## config.mk

```make
export PLATFORM = sky130hd
export DESIGN_NAME = aes_frame_loader
export DESIGN_NICKNAME = d
export VERILOG_FILES = /design/src/rtl/aes_loader_pkg.sv /design/src/rtl/aes_byte_shifter.sv /design/src/rtl/aes_frame_loader.sv
export SDC_FILE = /design/constraint.sdc
export NUM_CORES = 1
export LEC_CHECK = 0
export CORE_MARGIN = 5
export CORE_UTILIZATION = 25
export CTS_BUF_LIST = sky130_fd_sc_hd__clkbuf_8
export DETAILED_ROUTE_END_ITERATION = 8
export PLACE_DENSITY = 0.54
export RECOVER_POWER = 25
export SYNTH_ARGS = -nofsm -noshare
export SYNTH_HDL_FRONTEND = slang
export SYNTH_SLANG_ARGS = --single-unit
export TNS_END_PERCENT = 50
```

## constraint.sdc

```tcl
create_clock -name clk -period 12.7 [get_ports clk]
set_clock_uncertainty 0.15 [all_clocks]
set_input_delay 1.27 -clock clk [delete_from_list [all_inputs] [get_ports clk]]
set_output_delay 1.27 -clock clk [all_outputs]
set_load 0.05 [all_outputs]
```

## src/rtl/aes_loader_pkg.sv

```systemverilog
// Shared types and sizing helpers for the AES frame loader.
package aes_loader_pkg;

  typedef enum logic [1:0] {
    LOAD_DATA = 2'd0,
    LOAD_KEY  = 2'd1,
    HOLD      = 2'd2,
    WAIT_DEC  = 2'd3
  } loader_state_e;

  localparam int BLOCK_BYTES   = 16;
  localparam int FRAME_COUNT_W = 16;

  function automatic int key_bytes(input int nk);
    return nk * 4;
  endfunction

  // Byte counter must address the longer of the block and the key.
  function automatic int cnt_width(input int nk);
    return (key_bytes(nk) > BLOCK_BYTES) ? $clog2(key_bytes(nk)) : $clog2(BLOCK_BYTES);
  endfunction

endpackage

```

## src/rtl/aes_byte_shifter.sv

```systemverilog
// Wide big-endian register written one addressed byte at a time;
// byte k lands at word_o[8k:8k+7] with byte_i[7] at the lowest index.
module aes_byte_shifter #(
  parameter int BYTES = 16,
  parameter int AW    = 4
) (
  input  logic               clk,
  input  logic               rst,
  input  logic               we_i,
  input  logic [AW-1:0]      addr_i,
  input  logic [7:0]         byte_i,
  output logic [0:BYTES*8-1] word_o
);

  logic [0:BYTES*8-1] word_q;

  // Byte-lane write; unaddressed lanes keep their previous contents.
  always_ff @(posedge clk or posedge rst) begin
    if (rst) begin
      word_q <= '0;
    end else begin
      for (int i = 0; i < BYTES; i++) begin
        if (we_i && (int'(addr_i) == i)) begin
          word_q[i*8 +: 8] <= byte_i;
        end
      end
    end
  end

  assign word_o = word_q;

endmodule

```

## src/rtl/aes_frame_loader.sv

```systemverilog
// Assembles a 128-bit block and Nk-word key from a byte stream and holds them for one
// encrypt+decrypt round trip. Define LOADER_TIMEOUT_EN to abort stalled partial frames.
module aes_frame_loader
  import aes_loader_pkg::*;
#(
  parameter int Nk            = 4,
  parameter int FRAME_TIMEOUT = 1024
) (
  input  logic                     clk,
  input  logic                     rst,
  input  logic [7:0]               byte_in,
  input  logic                     byte_valid,
  output logic                     byte_ready,
  input  logic                     done_enc,
  input  logic                     done_dec,
  output logic [0:127]             data_out,
  output logic [0:Nk*32-1]         key_out,
  output logic                     frame_valid,
  output logic                     busy,
  output logic [FRAME_COUNT_W-1:0] frame_count,
  output logic                     err_timeout
);

  localparam int KEY_BYTES = key_bytes(Nk);
  localparam int CW        = cnt_width(Nk);

  localparam logic [CW-1:0]            LAST_DATA = CW'(BLOCK_BYTES - 1);
  localparam logic [CW-1:0]            LAST_KEY  = CW'(KEY_BYTES - 1);
  localparam logic [CW-1:0]            CNT_ONE   = CW'(1);
  localparam logic [FRAME_COUNT_W-1:0] FC_ONE    = FRAME_COUNT_W'(1);

  if (!(Nk == 4 || Nk == 6 || Nk == 8)) begin : g_bad_nk
    $error("aes_frame_loader: Nk must be 4, 6 or 8");
  end
  if (FRAME_TIMEOUT < 1) begin : g_bad_timeout
    $error("aes_frame_loader: FRAME_TIMEOUT must be at least 1");
  end

  loader_state_e            state_q, state_d;
  logic [CW-1:0]            cnt_q, cnt_d;
  logic                     fv_q, fv_d;
  logic                     busy_q, busy_d;
  logic [FRAME_COUNT_W-1:0] fcount_q, fcount_d;
  logic                     ready_q, ready_d;
  logic                     xfer_s;
  logic                     data_we_s, key_we_s;

  assign xfer_s    = byte_valid && ready_q;
  assign data_we_s = xfer_s && (state_q == LOAD_DATA);
  assign key_we_s  = xfer_s && (state_q == LOAD_KEY);

`ifdef LOADER_TIMEOUT_EN
  localparam int              IW        = $clog2(FRAME_TIMEOUT + 1);
  localparam logic [IW-1:0]   IDLE_LAST = IW'(FRAME_TIMEOUT - 1);
  localparam logic [IW-1:0]   IDLE_ONE  = IW'(1);
  logic [IW-1:0] idle_q, idle_d;
  logic          err_q, err_d;
`endif

  // Next-state, byte counter and frame status.
  always_comb begin
    state_d  = state_q;
    cnt_d    = cnt_q;
    fv_d     = fv_q;
    busy_d   = busy_q;
    fcount_d = fcount_q;
    case (state_q)
      LOAD_DATA: begin
        if (xfer_s) begin
          if (cnt_q == LAST_DATA) begin
            cnt_d   = '0;
            state_d = LOAD_KEY;
          end else begin
            cnt_d = cnt_q + CNT_ONE;
          end
        end else begin
          cnt_d = cnt_q;
        end
      end
      LOAD_KEY: begin
        if (xfer_s) begin
          if (cnt_q == LAST_KEY) begin
            cnt_d   = '0;
            state_d = HOLD;
            fv_d    = 1'b1;
            busy_d  = 1'b1;
          end else begin
            cnt_d = cnt_q + CNT_ONE;
          end
        end else begin
          cnt_d = cnt_q;
        end
      end
      // A lone done_dec here is out of order and dropped.
      HOLD: begin
        if (done_enc && done_dec) begin
          state_d  = LOAD_DATA;
          cnt_d    = '0;
          fv_d     = 1'b0;
          busy_d   = 1'b0;
          fcount_d = fcount_q + FC_ONE;
        end else if (done_enc) begin
          state_d = WAIT_DEC;
        end else begin
          state_d = HOLD;
        end
      end
      WAIT_DEC: begin
        if (done_dec) begin
          state_d  = LOAD_DATA;
          cnt_d    = '0;
          fv_d     = 1'b0;
          busy_d   = 1'b0;
          fcount_d = fcount_q + FC_ONE;
        end else begin
          state_d = WAIT_DEC;
        end
      end
      default: begin
        state_d = LOAD_DATA;
        cnt_d   = '0;
      end
    endcase

`ifdef LOADER_TIMEOUT_EN
    idle_d = idle_q;
    err_d  = err_q;
    if (!xfer_s && ((state_q == LOAD_KEY) || ((state_q == LOAD_DATA) && (cnt_q != '0)))) begin
      if (idle_q == IDLE_LAST) begin
        idle_d  = '0;
        state_d = LOAD_DATA;
        cnt_d   = '0;
        err_d   = 1'b1;
      end else begin
        idle_d = idle_q + IDLE_ONE;
      end
    end else begin
      idle_d = '0;
    end
`endif

    ready_d = (state_d == LOAD_DATA) || (state_d == LOAD_KEY);
  end

  // State and status registers; byte_ready stays low while rst is held.
  always_ff @(posedge clk or posedge rst) begin
    if (rst) begin
      state_q  <= LOAD_DATA;
      cnt_q    <= '0;
      fv_q     <= 1'b0;
      busy_q   <= 1'b0;
      fcount_q <= '0;
      ready_q  <= 1'b0;
    end else begin
      state_q  <= state_d;
      cnt_q    <= cnt_d;
      fv_q     <= fv_d;
      busy_q   <= busy_d;
      fcount_q <= fcount_d;
      ready_q  <= ready_d;
    end
  end

`ifdef LOADER_TIMEOUT_EN
  // Idle watchdog and sticky abort flag.
  always_ff @(posedge clk or posedge rst) begin
    if (rst) begin
      idle_q <= '0;
      err_q  <= 1'b0;
    end else begin
      idle_q <= idle_d;
      err_q  <= err_d;
    end
  end
  assign err_timeout = err_q;
`else
  assign err_timeout = 1'b0;
`endif

  aes_byte_shifter #(
    .BYTES (BLOCK_BYTES),
    .AW    (CW)
  ) u_data_shifter (
    .clk    (clk),
    .rst    (rst),
    .we_i   (data_we_s),
    .addr_i (cnt_q),
    .byte_i (byte_in),
    .word_o (data_out)
  );

  aes_byte_shifter #(
    .BYTES (KEY_BYTES),
    .AW    (CW)
  ) u_key_shifter (
    .clk    (clk),
    .rst    (rst),
    .we_i   (key_we_s),
    .addr_i (cnt_q),
    .byte_i (byte_in),
    .word_o (key_out)
  );

  assign byte_ready  = ready_q;
  assign frame_valid = fv_q;
  assign busy        = busy_q;
  assign frame_count = fcount_q;

endmodule

```

==> impl_metrics.yaml, run 1 <==
run_status:
  outcome: "finished with violations"
  violations: "max-capacitance violations, max-slew violations"
detailed_routing:
  vias_per_cell: 4.26
  via_count: 6919
  routed_wl_um: 33600
  drt_iter0_markers: 340
  routedWlPerCell_um: 20.7
  drc: 0
  dr.pass1.iters: 4
  postRouteAntennaNets: 0
yosys:
  yosysSeqAreaShare: 0.644
  synthArstFlopShare: 1.00
  syn_inst: 706
  avgSynthCellArea_um2: 15.4
  ys.warnings.count: 0
  synth.net_count: 724
  synthDistinctLibCells: 41
  synth_flop_cell: "dfrtp_1"
  synth_seq_cells: 280
  synth.cell_area_mm2: 0.0109
  synth-edff-count: 0
timing:
  fmax_mhz: 190
  setup_tns_ns: 0
  rsz0062_at_grt: "no"
  finalHoldViolCount: 0
  drv_slew: 115
  max_slew_margin: -2.42
  period_needed_ns: 5.26
  worst_pin_slew_ns: 5.10
  finalSetupViolCount: 0
  finalCritPeriodShare: 0.414
critical_path:
  cp.required_ns: 13.09
  critPathLaunch: "rst"
  worstSetupPathType: "in2async"
  cp-end-kind: "async pin"
  cp-start-kind: "primary input"
  r2r-start: "cnt_q[2]"
  critPathMaxFanout: 167
  crit_arrival_ns: 5.65
flow_run:
  cap_violations: 1
global_route:
  grt_remaining_overflow: 0
  grtUsageTotal: 0.140
  grt_max_degree: 168
  top_usage_layer: "met2"
  met3_usage: 0.0463
  grt_pass1_wl_um: 50200
  met2_usage: 0.225
  grt_util_met1: 0.177
  grt_pass1_vias: 7485
  grt_antenna_before_repair: 1
cts:
  cts_buffers: 51
  cts-root-buf: "clkbuf_8"
  clk_pin_slew_worst_paths_ns: 0.06
  clock_latency_ns: 0.61
  tritoncts: "built"
  clockBufferDepth: 3
  cts.htree.levels: 2
  cts_hold_buffers: 0
  cts-resized-gates: 0
  clock-sinks: 280
  post_cts_buffers: 0
floorplanning:
  placementRows: 76
  boundaryPins: 289
  coreArea_mm2: 0.0431
  die_x_um: 219
  initial_utilization: 0.252
  dieArea_mm2: 0.0478
  die_height_um: 219
place:
  place_inst: 1536
  dpl-instance-area_mm2: 0.0143
  hpwl_um: 21900
  place_congestion: 0.702
  port_buffers: 287
pwr:
  ir_drop_mv: 0.150
  leakage_nw: 6.98
  power_density_mw_per_mm2: 270
final_layout:
  layout-drive-gt1-share: 0.338
  fin_cells: 1624
  fin_nets: 1022
  syn_to_final_growth_pct: 40.6
  mostFrequentLayoutCell: "dfrtp_1"
  design_area_mm2: 0.0153
  most-common-layout-cells: "dfrtp_1 (280), clkdlybuf4s50_1 (276), mux2_2 (255)"
worst_hold_path:
  hp-start: "frame_count[15]"
  min_path_type: "reg2reg"
power breakdown:
group | internal, W | switching [W]
Clock | 0.000485 | 0.000382
Sequential | 0.00117 | 0.000163
Combinational | 0.000665 | 0.00127
Total | 0.00232 | 0.00182
per-stage QoR:
step	utilization	total power, W	hold WS (ns)	worst slack (ns)
after global placement	0.332	0.00329	0.323	9.04
after global routing	0.355	0.00433	0.359	6.63
after detailed placement	0.332	0.00331	0.331	9.01
after floorplan	-	0.00260	0.373	3.56
final	0.355	0.00414	0.338	7.44
after CTS	0.355	0.00421	0.345	9.27
registers in the layout, indices dropped and copies added (netlist names):
signal	flops
u_key_shifter.word_o	128
frame_count	16
state_q	2
busy	1
cnt_q	4
u_data_shifter.word_o	128
byte_ready	1
per-layer routing:
metal / vias up / part of all wire / routed length [µm]
li1: 3075 / - / -
met1: 3583 / 0.43 / 14400
met2: 209 / 0.47 / 16000
met3: 52 / 0.075 / 2540
met4: 0 / 0.022 / 729
met5: - / 0 / 0
synthesized netlist by cell type, types with 2 or more instances:
cell | count | share of area
and2_1 | 3 | 0.0017
and3_1 | 3 | 0.0017
buf_2 | 7 | 0.0032
buf_4 | 2 | 0.0014
clkbuf_1 | 34 | 0.012
dfrtp_1 | 280 | 0.64
ha_1 | 5 | 0.0058
inv_1 | 6 | 0.0021
mux2_1 | 2 | 0.0021
mux2_2 | 255 | 0.26
nand2_1 | 25 | 0.0086
nand2b_1 | 3 | 0.0017
nand3_1 | 12 | 0.0055
nand3_2 | 2 | 0.0018
nand3b_1 | 2 | 0.0014
nand4_1 | 6 | 0.0035
nor2_1 | 6 | 0.0021
nor2_2 | 9 | 0.0052
nor2b_1 | 2 | 0.0012
nor3_1 | 3 | 0.0014
o21ai_0 | 5 | 0.0023
xnor2_1 | 10 | 0.0081
xor2_1 | 6 | 0.0048
final cells by class:
cell class                      count  area, µm²
Clock inverter                     24        160
Inverter                            6       23.8
Tap cell                          585        732
Sequential cell                   280       7010
Clock buffer                       63        867
Fill cell                        4219      27800
Timing Repair Buffer              289       2860
Multi-Input combinational cell    376       3650
Antenna cell                        1       2.50
critical path: stages:
cell	delay (ns)
dlygate4sd3_1	0.54
clkinvlp_2	2.83
buf_12	0.54
logic make-up after synthesis:
group	after synthesis	share of synthesized area
mux	257	0.266
simple gates	85	0.0437
other cells	1	0.000345
fa+ha+maj	5	0.00575
compound gates	12	0.00748
flops	280	0.644
xor+xnor	16	0.0129
buf+inv	50	0.0194
path summary, 6_finish.rpt:
kind	end	slack (ns)	cells after the start
worst min register to register	frame_count[15]	0.34	1
worst max register to register	u_key_shifter.word_o[56]	10.02	3
worst max-delay path	u_data_shifter.word_o[48]	7.44	3
min in group asynchronous	u_key_shifter.word_o[59]	2.53	2
worst min-delay path	frame_count[15]	0.34	1
max in group clk	byte_ready	9.37	1
No activity file was read; power rests on OpenSTA's default activity.
==> run 2: changes to the inputs <==
- clock period: 12.7 -> 5.3 ns (I/O delays scaled with it)
==> run 2 against run 1 <==
The run still ends with max-capacitance violations, max-slew violations left. Clock power rose by 130%. First-iteration DRC count down 16%. Non-clock buffer count increased by 2. Hold slack worse by 0.014 ns. Routed wire length rose by 0.82%. Worst setup slack worse by 5.6 ns. Largest power group unchanged.
==> impl_metrics.yaml, run 2 (synthesis gave the netlist of run 1 again) <==
timing:
  worst_pin_slew_ns: 2.11
  drv_slew: 148
  fmax_mhz: 291
  finalSetupViolCount: 0
  period_needed_ns: 3.44
  setup_tns_ns: 0
  finalCritPeriodShare: 0.649
  max_slew_margin: -0.404
  rsz0062_at_grt: "no"
  finalHoldViolCount: 0
floorplanning:
  placementRows: 76
  die_height_um: 219
  die_x_um: 219
  coreArea_mm2: 0.0431
  dieArea_mm2: 0.0478
  initial_utilization: 0.252
  boundaryPins: 289
cts:
  tritoncts: "built"
  cts-root-buf: "clkbuf_8"
  cts_buffers: 50
  clock_latency_ns: 0.61
  post_cts_buffers: 0
  clk_pin_slew_worst_paths_ns: 0.06
  cts.htree.levels: 2
  clock-sinks: 280
  clockBufferDepth: 3
critical_path:
  worstSetupPathType: "in2async"
  cp.required_ns: 5.44
  critPathTopFamily: "buffers and inverters"
  path_cells: "dlygate4sd3_1 -> dlygate4sd3_1 -> clkinvlp_2 -> clkbuf_4"
  cpMaxStageDelayCell: "clkbuf_4"
  cp-end-kind: "async pin"
  crit_buf_inv: 4
  crit_top_cell: "dlygate4sd3_1"
  critPathMaxStageDelay_ns: 1.47
  critPathMaxFanout: 147
  cp-start-kind: "primary input"
  crit_arrival_ns: 3.59
pwr:
  power_density_mw_per_mm2: 644
  seqPwrFrac: 0.324
  swShare: 0.442
  combinationalPowerShare: 0.472
  leakage_nw: 6.97
  clkPwrFrac: 0.204
  p_sw_w: 0.00435
  ir_drop_mv: 0.306
  cell_internal_pwr_w: 0.00550
detailed_routing:
  via_count: 6916
  vias_per_cell: 4.26
  dr.pass1.iters: 4
  routed_wl_um: 33900
  drt_iter0_markers: 286
  drc: 0
  routedWlPerCell_um: 20.9
  postRouteAntennaNets: 0
final_layout:
  design_area_mm2: 0.0153
  layout-drive-gt1-share: 0.341
  most-common-layout-cells: "dfrtp_1 (280), clkdlybuf4s50_1 (278), mux2_2 (255)"
  syn_to_final_growth_pct: 40.6
  mostFrequentLayoutCell: "dfrtp_1"
  fin_nets: 1023
place:
  dpl-instance-area_mm2: 0.0143
  place_congestion: 0.723
  port_buffers: 287
  hpwl_um: 22000
global_route:
  grt_pass1_wl_um: 50500
  grt_max_degree: 148
  grt_antenna_before_repair: 1
  grt_remaining_overflow: 0
  grt_pass1_vias: 7547
  grtUsageTotal: 0.141
flow_run:
  cap_violations: 1
run_status:
  outcome: "finished with violations"
  violations: "max-capacitance violations, max-slew violations"
worst_hold_path:
  min_path_type: "reg2reg"
## run 2: cell types whose count changed in the layout (fill, tap and decap cells not counted), sizes merged
| cell | before | now |
|---|---|---|
| clkdlybuf4s50 | 276 | 278 |
| bufinv | 2 | 1 |
| inv | 19 | 17 |
| buf | 9 | 10 |
| dlygate4sd3 | 3 | 2 |
## run 2: repair_timing
action,4_1_cts,5_1_grt
hold buffers,1,0
resized for setup,0,0
endpoints found under the hold margin,5,0
## run 2: path summary, 6_finish.rpt
check,startpoint,end,slack [ns],depth (start not counted)
worst max-delay path,rst,u_key_shifter.word_o[86],1.86,4
worst min-delay path,frame_count[15],frame_count[15],0.32,1
worst max register to register,cnt_q[2],u_key_shifter.word_o[48],2.65,3
worst min register to register,frame_count[15],frame_count[15],0.32,1
max in group clk,cnt_q[2],u_key_shifter.word_o[48],2.65,3
min in group asynchronous,rst,u_data_shifter.word_o[38],0.73,3
## run 2: power groups by stage
stage	Combinational, W	Clock [W]	Sequential, W
floorplan	0.000842	0	0.00538
global placement	0.00469	0	0.00321
detailed placement	0.00471	0	0.00322
CTS	0.00472	0.00211	0.00319
global route	0.00483	0.00221	0.00327
finish	0.00465	0.00201	0.00319
## run 2: through the flow
stage	setup WS [ns]	hold WS [ns]	total power (W)	utilization	cells
2_1_floorplan	0.913	0.373	0.00622	-	706
4_1_cts	2.59	0.323	0.0100	0.355	1622
3_3_place_gp	2.31	0.312	0.00790	0.332	1537
5_1_grt	1.44	0.342	0.0103	0.355	1622
6_report	1.86	0.325	0.00985	0.355	1623
3_5_place_dp	2.30	0.315	0.00793	0.332	1537
## run 2: layer usage
layer	wire length [µm]	global-route usage
met3	2660	0.0547
met4	616	0.0362
met5	0	0
met1	14400	0.176
met2	16200	0.229
## run 2: worst reg2reg max path, cell delays in order, from the launching register on
cell	delay, ns
dfrtp_1	0.76
nor2b_1	0.70
nand3_1	0.53
mux2_2	0.43
## run 2: cell type report
class | instances | area [µm²]
multi-input cells | 376 | 3660
clock buffers | 63 | 867
flip-flops and latches | 280 | 7010
well taps | 585 | 732
clock inverters | 21 | 125
diodes | 1 | 2.50
fillers | 4208 | 27800
inverters | 6 | 23.8
repair buffers | 291 | 2880
==> run 3: changes to the inputs <==
- clock period: 5.3 -> 3.2 ns (I/O delays scaled with it)
==> run 3 against run 2 <==
Power grew 68%. Core utilization grew 0.24 points. Largest cell class unchanged. Critical path depth grew 2. Clock power grew 75%. The run now ends clean. Sequential cell count is the same. Count of clock-buffer cells in the layout shrank 2. Sequential share of layout area shrank 0.31 points. Cell area grew 0.69%. Sequential power grew 65%. Highest routed layer unchanged. Global-route usage grew 0.39 points. Die area is the same.
==> impl_metrics.yaml, run 3 (synthesis gave the netlist of run 1 again) <==
timing:
  timing.hold.ws_ns: 0.318
  drv_slew: 0
  finalSetupViolCount: 0
  fmax_mhz: 408
  rsz0062_at_grt: "no"
  finalCritPeriodShare: 0.766
  worst_pin_slew_ns: 1.29
  fin_ws_ns: 0.749
  max_slew_margin: 0.141
  period_needed_ns: 2.45
  finalHoldViolCount: 0
critical_path:
  cp-end-kind: "flop"
  cpMaxStageDelayCell: "or4b_1"
  cp-start-kind: "flop"
  worstSetupPathType: "reg2reg"
  critPathMaxFanout: 8
  critPathMaxStageDelay_ns: 0.62
  crit_arrival_ns: 2.80
  r2r_cells: 6
  path_cells: "inv_1 -> ha_1 -> nand2_1 -> or4b_1 -> nor2_2 -> mux2_2"
  cp.required_ns: 3.55
pwr:
  leakage_nw: 7.04
  cell_internal_pwr_w: 0.00925
  swShare: 0.441
  power_density_mw_per_mm2: 1080
  clkPwrFrac: 0.212
  p_sw_w: 0.00731
  combinationalPowerShare: 0.470
  power_w: 0.0166
  ir_drop_mv: 0.591
  seqPwrFrac: 0.318
detailed_routing:
  dr.pass1.iters: 4
  drc: 0
  routedWlPerCell_um: 21.3
  postRouteAntennaNets: 0
  vias_per_cell: 4.29
  drt_iter0_markers: 244
  via_count: 7020
  routed_wl_um: 34800
cts:
  cts_hold_buffers: 1
  post_cts_buffers: 0
  cts-root-buf: "clkbuf_8"
  clockBufferDepth: 3
  cts_buffers: 50
  cts.htree.levels: 2
  tritoncts: "built"
  cts-resized-gates: 0
  clock_latency_ns: 0.60
  clk_pin_slew_worst_paths_ns: 0.06
  clock-sinks: 280
floorplanning:
  boundaryPins: 289
  initial_utilization: 0.252
  die_height_um: 219
  dieArea_mm2: 0.0478
  coreArea_mm2: 0.0431
  placementRows: 76
  die_x_um: 219
final_layout:
  layout-drive-gt1-share: 0.341
  most-common-layout-cells: "dfrtp_1 (280), clkdlybuf4s50_1 (278), mux2_2 (255)"
  fin_cells: 1637
  nFillCells: 4212
  mostFrequentLayoutCell: "dfrtp_1"
  syn_to_final_growth_pct: 41.6
  fin_nets: 1027
global_route:
  grt_max_degree: 92
  grt_antenna_before_repair: 1
  grt_pass1_wl_um: 51400
  grtUsageTotal: 0.144
  grt_pass1_vias: 7653
  grt_remaining_overflow: 0
worst_hold_path:
  min_path_type: "in2reg"
  hold_depth: 4
flow_run:
  cap_violations: 0
place:
  hpwl_um: 22600
  place_congestion: 0.711
  port_buffers: 287
  place_inst: 1541
  place_ws_ns: 0.525
run_status:
  outcome: "completed"
## run 3: changes by cell type in the layout (fill, tap and decap cells not counted), moves of 2 or more
cell	previous run	this run
diode_2	1	4
inv_1	16	24
buf_4	1	3
clkbuf_8	63	61
bufinv_16	1	3
## run 3: cell type report
class                      count  area, µm²  area share
inverter                       6       23.8     0.00154
multi-input combinational    376       3660       0.238
clock inverter                30        210      0.0137
clock buffer                  61        840      0.0545
sequential                   280       7010       0.455
timing repair buffer         295       2920       0.190
tap                          585        732      0.0475
antenna                        4       10.0    0.000650
## run 3: final timing paths
kind                                 start                         to  slack [ns]
setup / recovery                  cnt_q[1]  u_data_shifter.word_o[77]        0.75
hold / removal                    done_dec                 state_q[1]        0.32
setup reg to reg                  cnt_q[1]  u_data_shifter.word_o[77]        0.75
hold reg to reg            frame_count[15]            frame_count[15]        0.33
max in group asynchronous              rst    u_key_shifter.word_o[4]        0.78
min in group asynchronous              rst  u_data_shifter.word_o[64]        1.02
## run 3: worst max-delay path, delay by kind of cell (launching register included)
family	cells	cell delay, ns
flops	1	0.42
buf+inv	1	0.09
fa+ha+maj	1	0.15
mux	1	0.40
simple gates	3	1.14
## run 3: power groups by stage
| stage | clock [W] | combinational (W) | sequential (W) |
|---|---|---|---|
| 4_1_cts | 0.00368 | 0.00791 | 0.00528 |
| 2_1_floorplan | 0 | 0.00139 | 0.00892 |
| 3_5_place_dp | 0 | 0.00789 | 0.00532 |
| 5_1_grt | 0.00383 | 0.00809 | 0.00540 |
| 6_report | 0.00351 | 0.00779 | 0.00526 |
| 3_3_place_gp | 0 | 0.00785 | 0.00530 |
## run 3: per-stage QoR
step	TNS (ns)	util	area [µm²]
2_1_floorplan	-273.65	-	10900
3_3_place_gp	0	0.333	14400
3_5_place_dp	0	0.333	14400
4_1_cts	0	0.358	15400
5_1_grt	0	0.357	15400
6_report	0	0.357	15400
## run 3: routing by layer
| metal | vias to the layer above | GRT usage | share of wire |
|---|---|---|---|
| met5 | - | 0 | 0 |
| met4 | 0 | 0.0528 | 0.032 |
| met3 | 62 | 0.0590 | 0.084 |
| met2 | 213 | 0.230 | 0.47 |
| met1 | 3641 | 0.177 | 0.42 |
| li1 | 3104 | - | - |
